==> src/rtl/axis_scaler_pkg.sv <==
// -----------------------------------------------------------------------------
// axis_scaler_pkg
// Shared definitions for the axis_scaler frame controller:
//   - scaler_ctl_state_t : controller FSM encoding (IDLE=0, WAIT_SYNC=1, RUN=2)
//   - C_*_WIDTH_DEF      : default port widths
//   - ERR_*              : bit positions inside the sticky error vector
// -----------------------------------------------------------------------------
package axis_scaler_pkg;

  typedef enum logic [1:0] {
    IDLE      = 2'd0,
    WAIT_SYNC = 2'd1,
    RUN       = 2'd2
  } scaler_ctl_state_t;

  localparam int unsigned C_SH_WIDTH_DEF      = 32'd12;
  localparam int unsigned C_SW_WIDTH_DEF      = 32'd12;
  localparam int unsigned C_MH_WIDTH_DEF      = 32'd12;
  localparam int unsigned C_MW_WIDTH_DEF      = 32'd12;
  localparam int unsigned C_FRMCNT_WIDTH_DEF  = 32'd16;
  localparam int unsigned C_TIMEOUT_WIDTH_DEF = 32'd24;

  // Sticky error vector layout
  localparam int unsigned ERR_SOF     = 32'd0;
  localparam int unsigned ERR_EOL     = 32'd1;
  localparam int unsigned ERR_OVERRUN = 32'd2;
  localparam int unsigned ERR_TIMEOUT = 32'd3;
  localparam int unsigned ERR_CFG     = 32'd4;
  localparam int unsigned ERR_NUM     = 32'd5;

endpackage

==> src/rtl/axis_frame_checker.sv <==
// -----------------------------------------------------------------------------
// axis_frame_checker
// Tracks the row/column position of the scaler output stream and checks the
// SOF (tuser) and EOL (tlast) framing on every accepted beat.
// Ports:
//   clk, reset          : clock, synchronous active-high reset
//   start               : clear row/col (frame is being applied)
//   beat                : accepted beat while the controller is in RUN
//   tuser, tlast        : sideband of the monitored stream
//   m_height, m_width   : active output geometry
//   frame_last          : strobe, this beat is the last one of the frame
//   sof_err, eol_err    : strobes, framing mismatch on this beat
// -----------------------------------------------------------------------------
module axis_frame_checker #(
  parameter int unsigned C_MH_WIDTH = 32'd12,
  parameter int unsigned C_MW_WIDTH = 32'd12
) (
  input  logic                  clk,
  input  logic                  reset,
  input  logic                  start,
  input  logic                  beat,
  input  logic                  tuser,
  input  logic                  tlast,
  input  logic [C_MH_WIDTH-1:0] m_height,
  input  logic [C_MW_WIDTH-1:0] m_width,
  output logic                  frame_last,
  output logic                  sof_err,
  output logic                  eol_err
);

  localparam logic [C_MH_WIDTH-1:0] MH_ONE  = {{(C_MH_WIDTH-1){1'b0}}, 1'b1};
  localparam logic [C_MW_WIDTH-1:0] MW_ONE  = {{(C_MW_WIDTH-1){1'b0}}, 1'b1};
  localparam logic [C_MH_WIDTH-1:0] MH_ZERO = {C_MH_WIDTH{1'b0}};
  localparam logic [C_MW_WIDTH-1:0] MW_ZERO = {C_MW_WIDTH{1'b0}};

  logic [C_MH_WIDTH-1:0] row_q, row_d;
  logic [C_MW_WIDTH-1:0] col_q, col_d;
  logic                  col_last_s;
  logic                  row_last_s;
  logic                  first_s;

  // Position decode and per-beat framing strobes
  always_comb begin
    col_last_s = (col_q == (m_width - MW_ONE));
    row_last_s = (row_q == (m_height - MH_ONE));
    first_s    = (row_q == MH_ZERO) && (col_q == MW_ZERO);
    frame_last = beat && col_last_s && row_last_s;
    sof_err    = beat && (tuser != first_s);
    eol_err    = beat && (tlast != col_last_s);
  end

  // Row/column counter next state; counting by increment avoids a multiplier
  always_comb begin
    row_d = row_q;
    col_d = col_q;
    if (start) begin
      row_d = MH_ZERO;
      col_d = MW_ZERO;
    end else if (beat) begin
      if (col_last_s) begin
        col_d = MW_ZERO;
        row_d = row_last_s ? MH_ZERO : (row_q + MH_ONE);
      end else begin
        col_d = col_q + MW_ONE;
      end
    end else begin
      row_d = row_q;
      col_d = col_q;
    end
  end

  // Row/column counter registers
  always_ff @(posedge clk) begin
    if (reset) begin
      row_q <= MH_ZERO;
      col_q <= MW_ZERO;
    end else begin
      row_q <= row_d;
      col_q <= col_d;
    end
  end

endmodule

==> src/rtl/axis_scaler_ctl.sv <==
// -----------------------------------------------------------------------------
// axis_scaler_ctl
// Frame-level controller for axis_scaler. Software geometry is captured in
// shadow registers and copied to the active outputs only when a frame sync is
// accepted. The external sync is gated into a one-cycle fsync, and the scaler
// output handshake is monitored for frame completion, SOF/EOL errors, overruns
// and (optionally) stalls.
// Optional feature macro: AXIS_SCALER_CTL_TIMEOUT_EN enables the stall
// watchdog; without it err_timeout is constant 0 and timeout_limit is unused.
// Ports:
//   clk, reset                       : clock, synchronous active-high reset
//   enable                           : run request (low = stop after frame)
//   cfg_update, cfg_*                : shadow geometry write
//   clr_err                          : clear sticky error flags
//   timeout_limit                    : stall cycles tolerated in RUN
//   ext_fsync                        : raw frame sync pulse
//   m_axis_tvalid/tready/tuser/tlast : monitored scaler output
//   fsync                            : gated sync to the scaler
//   s_height/s_width/m_height/m_width: active geometry
//   busy                             : controller is in RUN
//   frm_cnt                          : completed frame counter (wraps)
//   err_sof/err_eol/err_overrun/err_timeout/cfg_invalid : sticky flags
// -----------------------------------------------------------------------------
module axis_scaler_ctl
  import axis_scaler_pkg::*;
#(
  parameter int unsigned C_SH_WIDTH      = C_SH_WIDTH_DEF,
  parameter int unsigned C_SW_WIDTH      = C_SW_WIDTH_DEF,
  parameter int unsigned C_MH_WIDTH      = C_MH_WIDTH_DEF,
  parameter int unsigned C_MW_WIDTH      = C_MW_WIDTH_DEF,
  parameter int unsigned C_FRMCNT_WIDTH  = C_FRMCNT_WIDTH_DEF,
  parameter int unsigned C_TIMEOUT_WIDTH = C_TIMEOUT_WIDTH_DEF
) (
  input  logic                       clk,
  input  logic                       reset,
  input  logic                       enable,
  input  logic                       cfg_update,
  input  logic [C_SH_WIDTH-1:0]      cfg_s_height,
  input  logic [C_SW_WIDTH-1:0]      cfg_s_width,
  input  logic [C_MH_WIDTH-1:0]      cfg_m_height,
  input  logic [C_MW_WIDTH-1:0]      cfg_m_width,
  input  logic                       clr_err,
  input  logic [C_TIMEOUT_WIDTH-1:0] timeout_limit,
  input  logic                       ext_fsync,
  input  logic                       m_axis_tvalid,
  input  logic                       m_axis_tready,
  input  logic                       m_axis_tuser,
  input  logic                       m_axis_tlast,
  output logic                       fsync,
  output logic [C_SH_WIDTH-1:0]      s_height,
  output logic [C_SW_WIDTH-1:0]      s_width,
  output logic [C_MH_WIDTH-1:0]      m_height,
  output logic [C_MW_WIDTH-1:0]      m_width,
  output logic                       busy,
  output logic [C_FRMCNT_WIDTH-1:0]  frm_cnt,
  output logic                       err_sof,
  output logic                       err_eol,
  output logic                       err_overrun,
  output logic                       err_timeout,
  output logic                       cfg_invalid
);

  localparam logic [C_FRMCNT_WIDTH-1:0] FRM_ONE = {{(C_FRMCNT_WIDTH-1){1'b0}}, 1'b1};

  scaler_ctl_state_t state_q, state_d;

  logic [C_SH_WIDTH-1:0] sh_s_height_q, sh_s_height_d;
  logic [C_SW_WIDTH-1:0] sh_s_width_q,  sh_s_width_d;
  logic [C_MH_WIDTH-1:0] sh_m_height_q, sh_m_height_d;
  logic [C_MW_WIDTH-1:0] sh_m_width_q,  sh_m_width_d;
  logic                  have_cfg_q,    have_cfg_d;

  logic [C_SH_WIDTH-1:0] act_s_height_q, act_s_height_d;
  logic [C_SW_WIDTH-1:0] act_s_width_q,  act_s_width_d;
  logic [C_MH_WIDTH-1:0] act_m_height_q, act_m_height_d;
  logic [C_MW_WIDTH-1:0] act_m_width_q,  act_m_width_d;

  logic                      fsync_q,   fsync_d;
  logic [C_FRMCNT_WIDTH-1:0] frm_cnt_q, frm_cnt_d;
  logic [ERR_NUM-1:0]        err_q,     err_d;
  logic [ERR_NUM-1:0]        err_set_s;

  logic cfg_valid_s;
  logic cfg_take_s;
  logic beat_s;
  logic apply_s;
  logic frame_last_s;
  logic sof_err_s;
  logic eol_err_s;
  logic wd_expire_s;

  // Request qualification and handshake decode
  always_comb begin
    cfg_valid_s = (|cfg_s_height) && (|cfg_s_width) && (|cfg_m_height) && (|cfg_m_width);
    cfg_take_s  = cfg_update && cfg_valid_s;
    beat_s      = (state_q == RUN) && m_axis_tvalid && m_axis_tready;
    apply_s     = (state_q == WAIT_SYNC) && enable && ext_fsync;
  end

  axis_frame_checker #(
    .C_MH_WIDTH (C_MH_WIDTH),
    .C_MW_WIDTH (C_MW_WIDTH)
  ) u_frame_checker (
    .clk        (clk),
    .reset      (reset),
    .start      (apply_s),
    .beat       (beat_s),
    .tuser      (m_axis_tuser),
    .tlast      (m_axis_tlast),
    .m_height   (act_m_height_q),
    .m_width    (act_m_width_q),
    .frame_last (frame_last_s),
    .sof_err    (sof_err_s),
    .eol_err    (eol_err_s)
  );

`ifdef AXIS_SCALER_CTL_TIMEOUT_EN
  localparam logic [C_TIMEOUT_WIDTH-1:0] WD_ONE  = {{(C_TIMEOUT_WIDTH-1){1'b0}}, 1'b1};
  localparam logic [C_TIMEOUT_WIDTH-1:0] WD_ZERO = {C_TIMEOUT_WIDTH{1'b0}};

  logic [C_TIMEOUT_WIDTH-1:0] wd_q, wd_d;
  logic [C_TIMEOUT_WIDTH-1:0] wd_inc_s;

  // Stall watchdog: counts beat-less RUN cycles; a beat wins over expiry
  always_comb begin
    wd_inc_s    = wd_q + WD_ONE;
    wd_expire_s = 1'b0;
    if (state_q != RUN) begin
      wd_d = WD_ZERO;
    end else if (beat_s) begin
      wd_d = WD_ZERO;
    end else begin
      wd_d = wd_inc_s;
      if ((|timeout_limit) && (wd_inc_s >= timeout_limit)) begin
        wd_expire_s = 1'b1;
      end else begin
        wd_expire_s = 1'b0;
      end
    end
  end

  // Stall watchdog register
  always_ff @(posedge clk) begin
    if (reset) begin
      wd_q <= WD_ZERO;
    end else begin
      wd_q <= wd_d;
    end
  end
`else
  logic unused_timeout_s;

  assign wd_expire_s      = 1'b0;
  assign unused_timeout_s = ^timeout_limit;
`endif

  // Pending shadow: only fully nonzero geometry is accepted
  always_comb begin
    if (cfg_take_s) begin
      sh_s_height_d = cfg_s_height;
      sh_s_width_d  = cfg_s_width;
      sh_m_height_d = cfg_m_height;
      sh_m_width_d  = cfg_m_width;
      have_cfg_d    = 1'b1;
    end else begin
      sh_s_height_d = sh_s_height_q;
      sh_s_width_d  = sh_s_width_q;
      sh_m_height_d = sh_m_height_q;
      sh_m_width_d  = sh_m_width_q;
      have_cfg_d    = have_cfg_q;
    end
  end

  // FSM next state, fsync generation, geometry apply and frame counting
  always_comb begin
    state_d        = state_q;
    fsync_d        = 1'b0;
    act_s_height_d = act_s_height_q;
    act_s_width_d  = act_s_width_q;
    act_m_height_d = act_m_height_q;
    act_m_width_d  = act_m_width_q;
    frm_cnt_d      = frm_cnt_q;
    case (state_q)
      IDLE: begin
        if (enable && have_cfg_q) begin
          state_d = WAIT_SYNC;
        end else begin
          state_d = IDLE;
        end
      end
      WAIT_SYNC: begin
        if (!enable) begin
          state_d = IDLE;
        end else if (ext_fsync) begin
          state_d = RUN;
          fsync_d = 1'b1;
          // A valid write coinciding with the sync goes straight to the outputs
          if (cfg_take_s) begin
            act_s_height_d = cfg_s_height;
            act_s_width_d  = cfg_s_width;
            act_m_height_d = cfg_m_height;
            act_m_width_d  = cfg_m_width;
          end else begin
            act_s_height_d = sh_s_height_q;
            act_s_width_d  = sh_s_width_q;
            act_m_height_d = sh_m_height_q;
            act_m_width_d  = sh_m_width_q;
          end
        end else begin
          state_d = WAIT_SYNC;
        end
      end
      RUN: begin
        if (frame_last_s) begin
          frm_cnt_d = frm_cnt_q + FRM_ONE;
          state_d   = enable ? WAIT_SYNC : IDLE;
        end else if (wd_expire_s) begin
          state_d = WAIT_SYNC;
        end else begin
          state_d = RUN;
        end
      end
      default: begin
        state_d = IDLE;
      end
    endcase
  end

  // Sticky error flags; a new set condition overrides a simultaneous clear
  always_comb begin
    err_set_s              = {ERR_NUM{1'b0}};
    err_set_s[ERR_SOF]     = sof_err_s;
    err_set_s[ERR_EOL]     = eol_err_s;
    err_set_s[ERR_OVERRUN] = (state_q == RUN) && ext_fsync;
    err_set_s[ERR_TIMEOUT] = wd_expire_s;
    err_set_s[ERR_CFG]     = cfg_update && !cfg_valid_s;
    err_d = err_set_s | (clr_err ? {ERR_NUM{1'b0}} : err_q);
  end

  // Controller state registers
  always_ff @(posedge clk) begin
    if (reset) begin
      state_q        <= IDLE;
      sh_s_height_q  <= {C_SH_WIDTH{1'b0}};
      sh_s_width_q   <= {C_SW_WIDTH{1'b0}};
      sh_m_height_q  <= {C_MH_WIDTH{1'b0}};
      sh_m_width_q   <= {C_MW_WIDTH{1'b0}};
      have_cfg_q     <= 1'b0;
      act_s_height_q <= {C_SH_WIDTH{1'b0}};
      act_s_width_q  <= {C_SW_WIDTH{1'b0}};
      act_m_height_q <= {C_MH_WIDTH{1'b0}};
      act_m_width_q  <= {C_MW_WIDTH{1'b0}};
      fsync_q        <= 1'b0;
      frm_cnt_q      <= {C_FRMCNT_WIDTH{1'b0}};
      err_q          <= {ERR_NUM{1'b0}};
    end else begin
      state_q        <= state_d;
      sh_s_height_q  <= sh_s_height_d;
      sh_s_width_q   <= sh_s_width_d;
      sh_m_height_q  <= sh_m_height_d;
      sh_m_width_q   <= sh_m_width_d;
      have_cfg_q     <= have_cfg_d;
      act_s_height_q <= act_s_height_d;
      act_s_width_q  <= act_s_width_d;
      act_m_height_q <= act_m_height_d;
      act_m_width_q  <= act_m_width_d;
      fsync_q        <= fsync_d;
      frm_cnt_q      <= frm_cnt_d;
      err_q          <= err_d;
    end
  end

  assign fsync       = fsync_q;
  assign s_height    = act_s_height_q;
  assign s_width     = act_s_width_q;
  assign m_height    = act_m_height_q;
  assign m_width     = act_m_width_q;
  assign busy        = (state_q == RUN);
  assign frm_cnt     = frm_cnt_q;
  assign err_sof     = err_q[ERR_SOF];
  assign err_eol     = err_q[ERR_EOL];
  assign err_overrun = err_q[ERR_OVERRUN];
  // Never set when the watchdog is compiled out, so it stays at 0
  assign err_timeout = err_q[ERR_TIMEOUT];
  assign cfg_invalid = err_q[ERR_CFG];

endmodule

==> config.mk <==
export PLATFORM = sky130hd
export DESIGN_NAME = axis_scaler_ctl
export DESIGN_NICKNAME = d
export VERILOG_FILES = /design/src/rtl/axis_scaler_pkg.sv /design/src/rtl/axis_frame_checker.sv /design/src/rtl/axis_scaler_ctl.sv
export SDC_FILE = /design/constraint.sdc
export NUM_CORES = 1
export LEC_CHECK = 0
export ABC_AREA = 1
export BUFFER_PORTS_ARGS = -buffer_cell sky130_fd_sc_hd__clkbuf_2
export CAP_MARGIN = 25
export CORE_MARGIN = 1.5
export CORE_UTILIZATION = 30
export DETAILED_ROUTE_END_ITERATION = 8
export HOLD_SLACK_MARGIN = 0.03
export SYNTH_ARGS = -nofsm -noshare
export SYNTH_HDL_FRONTEND = slang
export SYNTH_SLANG_ARGS = --single-unit
==> constraint.sdc <==
create_clock -name clk -period 2.9 [get_ports clk]
set_input_delay 0.435 -clock clk [delete_from_list [all_inputs] [get_ports clk]]
set_output_delay 0.435 -clock clk [all_outputs]
set_load 0.03 [all_outputs]
==> results.md <==
- Number of instances in the synthesized netlist: 1226
- Detailed-route DRC error count: 0
- Hold buffer count at cts: 0
- Part of the cycle the worst path needs: 84.03%
- Clock transition at the registers of the reported paths: 0.07 ns
- CP max FO: 12
- CTS Buf Count: 17
- Clock tree from TritonCTS: built
- Run status: completed
- Drt pass-1 iters: 7
- Detailed router's first-iteration violation count: 555
- Total half-perimeter wirelength after legalization and detailed placement: 16240 um
- Post-synthesis cell type count: 41
- Top-count cell post-synth: nand2_1
- Post-detailed-routing wire length: 21930 um
- # nets final: 1439
- Per-cell via count in the routed design: 4.614
- Number of warning messages in the yosys log: 0
- Startpoint of the tightest hold check path: enable
- Arrival time reported for the critical path endpoint: 2.74 ns
- Post-synthesis cell area: 0.007884 mm^2
- Setup crit start kind: register
- Required time worst endpoint: 3.21 ns
- Endpoint of the most critical register-to-register path: frm_cnt[2]
- Share of synthesized flip-flops with an asynchronous set or reset: 0%
- Placeable Area: 0.02591 mm^2
- Number of gates resized after cts: 0
- Die height: 165.1 um
- Yosys reg bits: 144
- Total die area: 0.02726 mm^2
- CTS max path bufs: 2
- Layout cells sized above 1: 18.27%
- Die outline width: 165.1 um
- Largest area contributor in the netlist: dfxtp_1
- Maximum number of pins on one net before global-route repair: 64
- Number of placed I/O pins: 153
- Standby leakage power: 4.631 nW
- Final number of max-transition violations: 0
- Worst-case headroom to the max-slew limit: 48.43%
- Final worst hold slack: 0.3057 ns
- Via count: 7835
- Transition time at the pin with the least slew margin: 0.7736 ns
- Kind of end point of the critical path: register
- Final Hold Vio Count: 0
- Number of routed nets with antenna violations: 0
- Root buf cell: clkbuf_16
- Post-CTS Setup Inserts: 0
- Vias in the first global route: 7210
- Total cell area at the placement stage: 0.008911 mm^2
- Final setup viols: 0
- Worst-skew pair later-pin latency: 0.42 ns
- Final-layout fill cell count: 2816
- Sequential element share of the synthesized area: 36.57%
- Pre-CTS WS: 0.5062 ns
- VDD IR max: 324.0 uV
- Max-cap viol count: 0
- Worst hold path cell count: 3
- Worst hold path type: input port to register
- Timing-limited maximum frequency: 410.4 MHz
- Layout area overhead: 20.44%
- PortBufs: 127
- Time the worst path needs with I/O delays and setup: 2.437 ns
- Post-Layout Inst Area: 0.009495 mm^2
- Wire length of the first global-routing pass: 36000 um
- Setup tns final: 0 ns
- RSZ-0062 raised after global routing: false
- Clock sink total: 144
- GRT Resource Usage Total: 16.70%
- Max H-tree Level: 4
- Final estimated routing congestion in global placement: 0.8650
- Launching point of the worst reg2reg path: m_height[0]
- Synth Area per Inst: 6.431 um^2
- Smallest setup slack after layout: 0.4632 ns
- P per Cell Area: 492.4 mW/mm^2
- Share of Yosys cell area claimed by the top area cell type: 36.57%
- Leading post-synthesis cells by cell area: dfxtp_1 (37%), nand2_1 (18%), nand3_1 (8.8%)
- Setup clock skew after layout: 0.01534 ns
- Antenna violations before repair: 0
- Crit path kind: register to register
- # rows: 59
- Top cells by instance count after synthesis: nand2_1 (377), inv_1 (149), dfxtp_1 (144)
- Initial core utilization: 30.43%
- Global route overflow: 0
- Flop2flop setup slack: 0.46 ns
- Synth Net Count: 1315
- DR WL/cell: 12.92 um
- Number of enable-type register cells in the synthesized netlist: 0
- Reg2reg path depth: 15
- Hold EP: state_q[0]
- Post-synth top flop: dfxtp_1
- Antenna cell count: 0
critical path: stages, from the launching register on:
cell     delay, ns
dfxtp_1       0.36
inv_1         0.09
ha_1          0.31
nand2_2       0.10
nor2_2        0.20
nor2_1        0.06
nor2_1        0.08
nand2_1       0.07
nor2_2        0.12
nand3_1       0.08
nor2_1        0.08
nand2_1       0.16
nor2_4        0.37
nand3_1       0.11
nand2_1       0.09
nor2_2        0.03
flip-flops by register name, summed over array words and instances (netlist names):
| name | cells |
|---|---|
| s_height | 12 |
| fsync | 1 |
| m_height | 12 |
| err_q | 4 |
| state_q | 2 |
| sh_s_width_q | 12 |
| u_frame_checker.col_q | 12 |
| m_width | 12 |
| sh_m_height_q | 12 |
| have_cfg_q | 1 |
| s_width | 12 |
| frm_cnt | 16 |
| u_frame_checker.row_q | 12 |
| sh_s_height_q | 12 |
| sh_m_width_q | 12 |
final cells by class:
class	instances	area, um^2	area share [%]
clock inverters	14	145.1	1.529
repair buffers	141	765.7	8.064
flip-flops and latches	144	2883	30.36
multi-input cells	884	4235	44.60
well taps	335	419.2	4.414
inverters	162	608.1	6.404
clock buffers	18	439.2	4.625
placed cells by master, fill, tap and decap left out, types with 7 or more instances in the layout:
cell type  synthesis  final
nand4_1           27     27
inv_1            149    149
xor2_1            22     22
dfxtp_1          144    144
nand2_1          377    376
a21oi_1           28     28
or2_2              9      9
clkbuf_16          0     17
o21ai_0           29     29
clkbuf_2           0    127
nor4_1            11     11
nor3_1            17     17
nor2_4             9     10
inv_2             12     12
nand2_2           14     15
nor2_1           134    133
ha_1               7      7
nand3_1          138    138
nor2_2            17     17
nand3b_1          11     11
buf_4              3     12
power by group:
part / internal, mW / total [mW] / switching (mW)
clock network: 1.24 / 2.22 / 0.985
registers: 2.03 / 2.05 / 0.0206
logic: 0.139 / 0.398 / 0.259
worst max-delay path by stage:
stage / from / to / slack (ns) / cells after the start
finish: m_height[0] / frm_cnt[2] / 0.46 / 15
global route: m_width[1] / u_frame_checker.row_q[7] / 0.21 / 14
CTS: m_height[0] / frm_cnt[2] / 0.50 / 15
detailed placement: m_height[0] / frm_cnt[5] / 0.51 / 15
global placement: m_height[0] / frm_cnt[5] / 0.48 / 16
floorplan: m_height[0] / frm_cnt[6] / 0.58 / 17
cells by family after synthesis:
family                     Yosys count  synth area share (%)
DFF                                144                 36.57
buffers and inverters              198                 9.840
and+or+nand+nor                    779                 44.50
other                                1               0.04757
adders and majority gates            7                 1.111
xor gates and xnor gates            28                 3.111
AOI/OAI and AO/OA                   69                 4.825
per-stage QoR:
step	util [%]	instances	power, mW
5_1_grt	36.65	1698	4.890
6_report	36.65	1698	4.675
3_3_place_gp	34.39	1666	2.490
4_1_cts	36.65	1698	4.742
2_1_floorplan	-	1226	2.374
3_5_place_dp	34.39	1666	2.496
metal layers:
layer / vias to the layer above / global-route usage, % / wire, um
met1: 3520 / 22.10 / 10550
met2: 189 / 26.72 / 9679
met4: 0 / 4.013 / 275
li1: 4108 / - / -
met5: - / 0 / 0
met3: 18 / 4.720 / 1426
(Power assumes the default switching activity.)
